`src/rtl/fifo_pkg.sv`:
```
// Shared types and helpers for the parametrised FIFO.
// Provides the read-mode enum, a clog2 helper and pointer wrap.
package fifo_pkg;

    typedef enum logic [0:0] {
        MODE_STD  = 1'b0,
        MODE_FWFT = 1'b1
    } fifo_mode_e;

    function automatic int clog2(input int n);
        int r;
        r = 0;
        while ((1 << r) < n) begin
            r = r + 1;
        end
        return r;
    endfunction

    // Wraps explicitly so that non power-of-two depths work.
    function automatic int next_ptr(input int ptr, input int depth);
        return (ptr >= depth - 1) ? 0 : ptr + 1;
    endfunction

endpackage

```
`src/rtl/fifo_mem.sv`:
```
// WIDTH x DEPTH storage: one synchronous write, one async read.
// Ports: clk, we/waddr/wdata write side, raddr/rdata read side.
module fifo_mem #(
    parameter int WIDTH = 8,
    parameter int DEPTH = 8,
    parameter int AW    = 3
) (
    input  logic             clk,
    input  logic             we,
    input  logic [AW-1:0]    waddr,
    input  logic [WIDTH-1:0] wdata,
    input  logic [AW-1:0]    raddr,
    output logic [WIDTH-1:0] rdata
);

    logic [WIDTH-1:0] mem [DEPTH];

    always_ff @(posedge clk) begin
        if (we) begin
            mem[waddr] <= wdata;
        end
    end

    assign rdata = mem[raddr];

endmodule

```
`src/rtl/sync_fifo_param.sv`:
```
// Single-clock FIFO with count, thresholds, sticky errors, flush, FWFT.
// Ports: clk, reset_n, clear, wr/data_in, rd/data_out, status flags.
module sync_fifo_param
    import fifo_pkg::*;
#(
    parameter int WIDTH     = 8,
    parameter int DEPTH     = 8,
    parameter int AW        = clog2(DEPTH),
    parameter int AFULL_TH  = DEPTH - 1,
    parameter int AEMPTY_TH = 1,
    parameter int FWFT      = 0
) (
    input  logic             clk,
    input  logic             reset_n,
    input  logic             clear,
    input  logic             wr,
    input  logic [WIDTH-1:0] data_in,
    input  logic             rd,
    output logic [WIDTH-1:0] data_out,
    output logic             empty,
    output logic             full,
    output logic             almost_full,
    output logic             almost_empty,
    output logic [AW:0]      count,
    output logic             overflow,
    output logic             underflow
);

    if (DEPTH < 2 || AFULL_TH < 0 || AFULL_TH > DEPTH ||
        AEMPTY_TH < 0 || AEMPTY_TH >= DEPTH ||
        AW != clog2(DEPTH) || WIDTH < 1) begin : g_bad_param
        $fatal(1, "sync_fifo_param: illegal parameters");
    end

    localparam fifo_mode_e MODE =
        (FWFT != 0) ? MODE_FWFT : MODE_STD;

    localparam logic [AW:0] DEPTH_C = (AW+1)'(DEPTH);
    localparam logic [AW:0] AF_C    = (AW+1)'(AFULL_TH);
    localparam logic [AW:0] AE_C    = (AW+1)'(AEMPTY_TH);
    localparam logic        AF_RST  = (AFULL_TH == 0);

    logic [AW-1:0]    wr_ptr;
    logic [AW-1:0]    rd_ptr;
    logic [AW-1:0]    wr_ptr_nx;
    logic [AW-1:0]    rd_ptr_nx;
    logic [AW:0]      count_nx;
    logic             wr_ok;
    logic             rd_ok;
    logic [WIDTH-1:0] rd_data;
    logic [WIDTH-1:0] dout_q;

    // A read frees a slot, so a full FIFO may accept wr&rd together.
    assign rd_ok = rd & ~empty;
    assign wr_ok = wr & (~full | rd_ok);

    assign wr_ptr_nx = AW'(next_ptr(int'(wr_ptr), DEPTH));
    assign rd_ptr_nx = AW'(next_ptr(int'(rd_ptr), DEPTH));

    always_comb begin
        count_nx = count;
        unique case (1'b1)
            (wr_ok & ~rd_ok): count_nx = count + 1'b1;
            (rd_ok & ~wr_ok): count_nx = count - 1'b1;
            default:          count_nx = count;
        endcase
    end

    fifo_mem #(
        .WIDTH (WIDTH),
        .DEPTH (DEPTH),
        .AW    (AW)
    ) u_mem (
        .clk   (clk),
        .we    (wr_ok & ~clear),
        .waddr (wr_ptr),
        .wdata (data_in),
        .raddr (rd_ptr),
        .rdata (rd_data)
    );

    always_ff @(posedge clk or negedge reset_n) begin
        if (!reset_n) begin
            wr_ptr       <= '0;
            rd_ptr       <= '0;
            count        <= '0;
            empty        <= 1'b1;
            full         <= 1'b0;
            almost_empty <= 1'b1;
            almost_full  <= AF_RST;
            overflow     <= 1'b0;
            underflow    <= 1'b0;
        end else if (clear) begin
            wr_ptr       <= '0;
            rd_ptr       <= '0;
            count        <= '0;
            empty        <= 1'b1;
            full         <= 1'b0;
            almost_empty <= 1'b1;
            almost_full  <= AF_RST;
            overflow     <= 1'b0;
            underflow    <= 1'b0;
        end else begin
            if (wr_ok) begin
                wr_ptr <= wr_ptr_nx;
            end
            if (rd_ok) begin
                rd_ptr <= rd_ptr_nx;
            end
            count        <= count_nx;
            empty        <= (count_nx == '0);
            full         <= (count_nx == DEPTH_C);
            almost_empty <= (count_nx <= AE_C);
            almost_full  <= (count_nx >= AF_C);
            if (wr & ~wr_ok) begin
                overflow <= 1'b1;
            end
            if (rd & empty) begin
                underflow <= 1'b1;
            end
        end
    end

    // Registered read port; holds its last word between reads.
    always_ff @(posedge clk or negedge reset_n) begin
        if (!reset_n) begin
            dout_q <= '0;
        end else if (!clear && rd_ok) begin
            dout_q <= rd_data;
        end
    end

    // FWFT shows the head directly; the value is masked while empty.
    assign data_out = (MODE == MODE_FWFT)
                    ? (empty ? '0 : rd_data)
                    : dout_q;

endmodule

```
`config.mk`:
```
export PLATFORM = sky130hd
export DESIGN_NAME = sync_fifo_param
export DESIGN_NICKNAME = d
export VERILOG_FILES = /design/src/rtl/fifo_pkg.sv /design/src/rtl/fifo_mem.sv /design/src/rtl/sync_fifo_param.sv
export SDC_FILE = /design/constraint.sdc
export NUM_CORES = 1
export LEC_CHECK = 0
export ABC_CLOCK_PERIOD_IN_PS = 3400
export BUFFER_PORTS_ARGS = -buffer_cell sky130_fd_sc_hd__buf_2
export CAP_MARGIN = 5
export CORE_ASPECT_RATIO = 1.2
export CORE_MARGIN = 2
export CORE_UTILIZATION = 50
export CTS_CLUSTER_SIZE = 8
export DETAILED_ROUTE_END_ITERATION = 8
export MAX_ROUTING_LAYER = met4
export PLACE_DENSITY = 0.69
export SLEW_MARGIN = 20
export SYNTH_ARGS = -nofsm -noshare
export SYNTH_HDL_FRONTEND = slang
export SYNTH_SLANG_ARGS = --single-unit
```
`constraint.sdc`:
```
create_clock -name clk -period 3.4 [get_ports clk]
set_clock_uncertainty 0.1 [all_clocks]
set_input_delay 0.34 -clock clk [delete_from_list [all_inputs] [get_ports clk]]
set_output_delay 0.34 -clock clk [all_outputs]
set_load 0.005 [all_outputs]
```
==> run_results.csv <==
group,metric,value,unit
finish,drive_above_1_share,29.37,%
synth,async_flop_share,27.27,%
routing,vias_per_cell,5.474,
critical_path,cp_max_fo,8,
job,drv_cap,0,
synth,syn-mean-instance-area,16.15,um2
die,dieArea,0.008102,mm2
routing,vias,1965,
finish,nets,284,
power,power_switching,622.8,uW
timing,slew_headroom,40.70,%
finish,fill_cells,586,
critical_path,cp-end-kind,"register",
critical_path,crit_type,"register to register",
critical_path,cp_cell_sequence,"nand2b_4 -> nand2_2 -> and2_4 -> inv_2 -> ha_1 -> xor2_1 -> ha_1 -> a21oi_2 -> xor2_1 -> nor4b_1 -> o31a_1",
synth,netlist_area,0.003697,mm2
power,p_comb_share,15.9,%
power,power.share.clock,30.1,%
timing,setup_violations,0,
critical_path,cp-start-kind,"register",
synth,synth.most_common_cell,"edfxtp_1",
global_routing,grt_pass1_wl,10010,um
synth,ys_ff_latch,88,
die,core_area,0.007232,mm2
timing,final_hold_viol_count,0,
power,irDropWorstVdd,393.9,uV
routing,dr.pass1.iters,4,
clocking,cts_buffer_depth,2,
place,portBuffers,30,
clocking,clkLatencyLatePin,0.34,ns
clocking,htreeDepth,3,
die,io-pin-count,31,
critical_path,cp_data_arrival_time,2.79,ns
global_routing,grt_max_degree,25,
place,dpl-instance-area,0.003904,mm2
synth,synthTopCellsByArea,"edfxtp_1, dfrtp_1, mux4_2",
synth,synth_largest_area_cell,"edfxtp_1",
die,die_h,98.20,um
power,p_per_area,582.4,mW/mm2
power,leakagePower,0.001495,uW
place,gp_congestion,0.7905,
power,total_power,2397,uW
clocking,tritoncts.num_buffers,9,
critical_path,required,3.58,ns
clocking,cts_setup_buffers,0,
clocking,clk_pin_slew_worst_paths,0.09,ns
finish,area_delta_synth_final,11.30,%
synth,ys_warn_count,0,
die,rows,34,
timing,timing_max_transition_violations_final,0,
worst_hold_path,min_path_type,"input port to register",
die,die_x,82.50,um
power,pwr-share-seq,54.0,%
place,dpl.hpwl,4018,um
finish,diodes,0,
global_routing,track_usage,17.74,%
clocking,clock-root-buffer,"clkbuf_8",
finish,fin_area,0.004115,mm2
synth,synthTopCellsByCount,"edfxtp_1, nor2_1, dfrtp_1, a21oi_1, mux4_2",
clocking,cts.sinks,88,
global_routing,grt_pass1_vias,1891,
timing,fin_crit_sh,76.78,%
timing,timing.fmax,383.1,MHz
critical_path,max_stage_delay,0.55,ns
power,sw_frac_of_total,25.98,%
global_routing,antenna_found_initial,0,
routing,initialDrtViolationCount,156,
timing,min_period,2.611,ns
timing,worst_slew_pin_slew,0.8862,ns
synth,synth_nets,249,
clocking,cts_tree,"built",
routing,routed_wl,6266,um
routing,antenna_left,0,
die,start_util,51.12,%
critical_path,cp_slowest_cell,"dfstp_2",
synth,synth_top_area_share,51.98,%
synth,syn_inst,229,
global_routing,grt_overflow,0,
synth,synth-edff-count,64,
routing,drc,0,
synth,yosys_most_used_dff,"edfxtp_1",
timing,tns,0,ns
routing,routedWlPerCell,17.45,um
power,intPower,1774,uW
clocking,post_cts_resized,0,
finish,post-route-util,56.90,%
run_status,status,"finished clean",
synth,synth_cell_type_count,43,
timing,rsz0062_at_grt,"no",
synth,synth_seq_area_share,68.29,%
-- routing by layer --
layer | vias up | GRT usage [%] | share of wire (%)
li1 | 940 | - | -
met1 | 982 | 24.05 | 47
met2 | 36 | 26.24 | 48
met3 | 7 | 3.050 | 3.7
met4 | 0 | 8.071 | 1.4
met5 | - | - | 0
-- worst max-delay path, delay by kind of cell (launching register included) --
family,cells,cell delay (ns)
AND/OR/NAND/NOR,4,0.49
buffers and inverters,1,0.10
AO/OA/AOI/OAI,2,0.40
adder cells (fa/ha/maj),2,0.49
XOR/XNOR,2,0.42
flip-flops,1,0.55
-- logic make-up (layout without fill, tap and decap cells) --
kind of cell / count (synthesis) / in the layout / share of synthesized area, %
DFF: 88 / 88 / 68.29
and+or+nand+nor: 57 / 57 / 8.020
AOI/OAI and AO/OA: 31 / 31 / 4.772
muxes: 26 / 26 / 12.66
buffers and inverters: 16 / 56 / 2.944
adders and majority gates: 7 / 7 / 2.369
xor gates and xnor gates: 4 / 4 / 0.9477
-- cells in the final DEF, fill, tap and decap left out, drive strengths merged, types with 2 or more instances in the layout --
master  count
a21oi      22
a31oi       3
buf        35
clkbuf      9
clkinv      4
dfrtp      22
dfstp       2
edfxtp     64
ha          7
inv         6
mux2i      10
mux4       16
nand2      10
nand2b      3
nand3       5
nor2       23
nor2b       3
nor3        4
o21ai       3
or3         3
xnor2       2
xor2        2
-- power by group through the flow --
stage / sequential (uW) / clock [uW] / combinational (uW)
2_1_floorplan: 1320 / 0 / 274
3_3_place_gp: 1320 / 0 / 383
3_5_place_dp: 1320 / 0 / 385
4_1_cts: 1300 / 738 / 388
5_1_grt: 1310 / 787 / 436
6_report: 1290 / 721 / 382
-- through the flow --
| step | setup WS [ns] | cells | hold WS (ns) |
|---|---|---|---|
| after floorplan | 0.9404 | 229 | -0.05559 |
| after global placement | 0.8648 | 342 | 0.2458 |
| after detailed placement | 0.8178 | 342 | 0.2551 |
| after CTS | 0.8013 | 359 | 0.1401 |
| after global routing | 0.5431 | 359 | 0.1455 |
| final | 0.7895 | 359 | 0.1535 |
-- registers in the layout, indices dropped and copies added, names as in the netlist --
signal,flops
u_mem.mem,64
data_out,8
count,4
rd_ptr,3
wr_ptr,3
almost_empty,1
almost_full,1
empty,1
full,1
overflow,1
underflow,1
-- worst paths after layout --
kind | from | end | slack (ns) | cells past startpoint
max in group asynchronous | reset_n | empty | 2.43 | 2
min in group asynchronous | reset_n | data_out[4] | 0.40 | 2
worst min register to register | underflow | underflow | 0.40 | 2
worst max-delay path | empty | almost_empty | 0.79 | 11
worst max register to register | empty | almost_empty | 0.79 | 11
worst min-delay path | data_in[4] | u_mem.mem[6][4] | 0.15 | 1
-- final cells by class --
cell class	count	area (um2)	share of cell area (%)
Tap cell	90	112.6	2.736
Timing Repair Buffer	36	197.7	4.804
Clock buffer	9	123.9	3.010
Clock inverter	7	77.57	1.885
Inverter	4	15.01	0.3649
Multi-Input combinational cell	125	1064	25.84
Sequential cell	88	2525	61.36
-- repair_timing --
item                                    CTS  global route
hold endpoints to repair                 22             0
endpoints found under the setup margin    0             0
hold buffers                              1             0
Power figures use the tool's default switching activity.
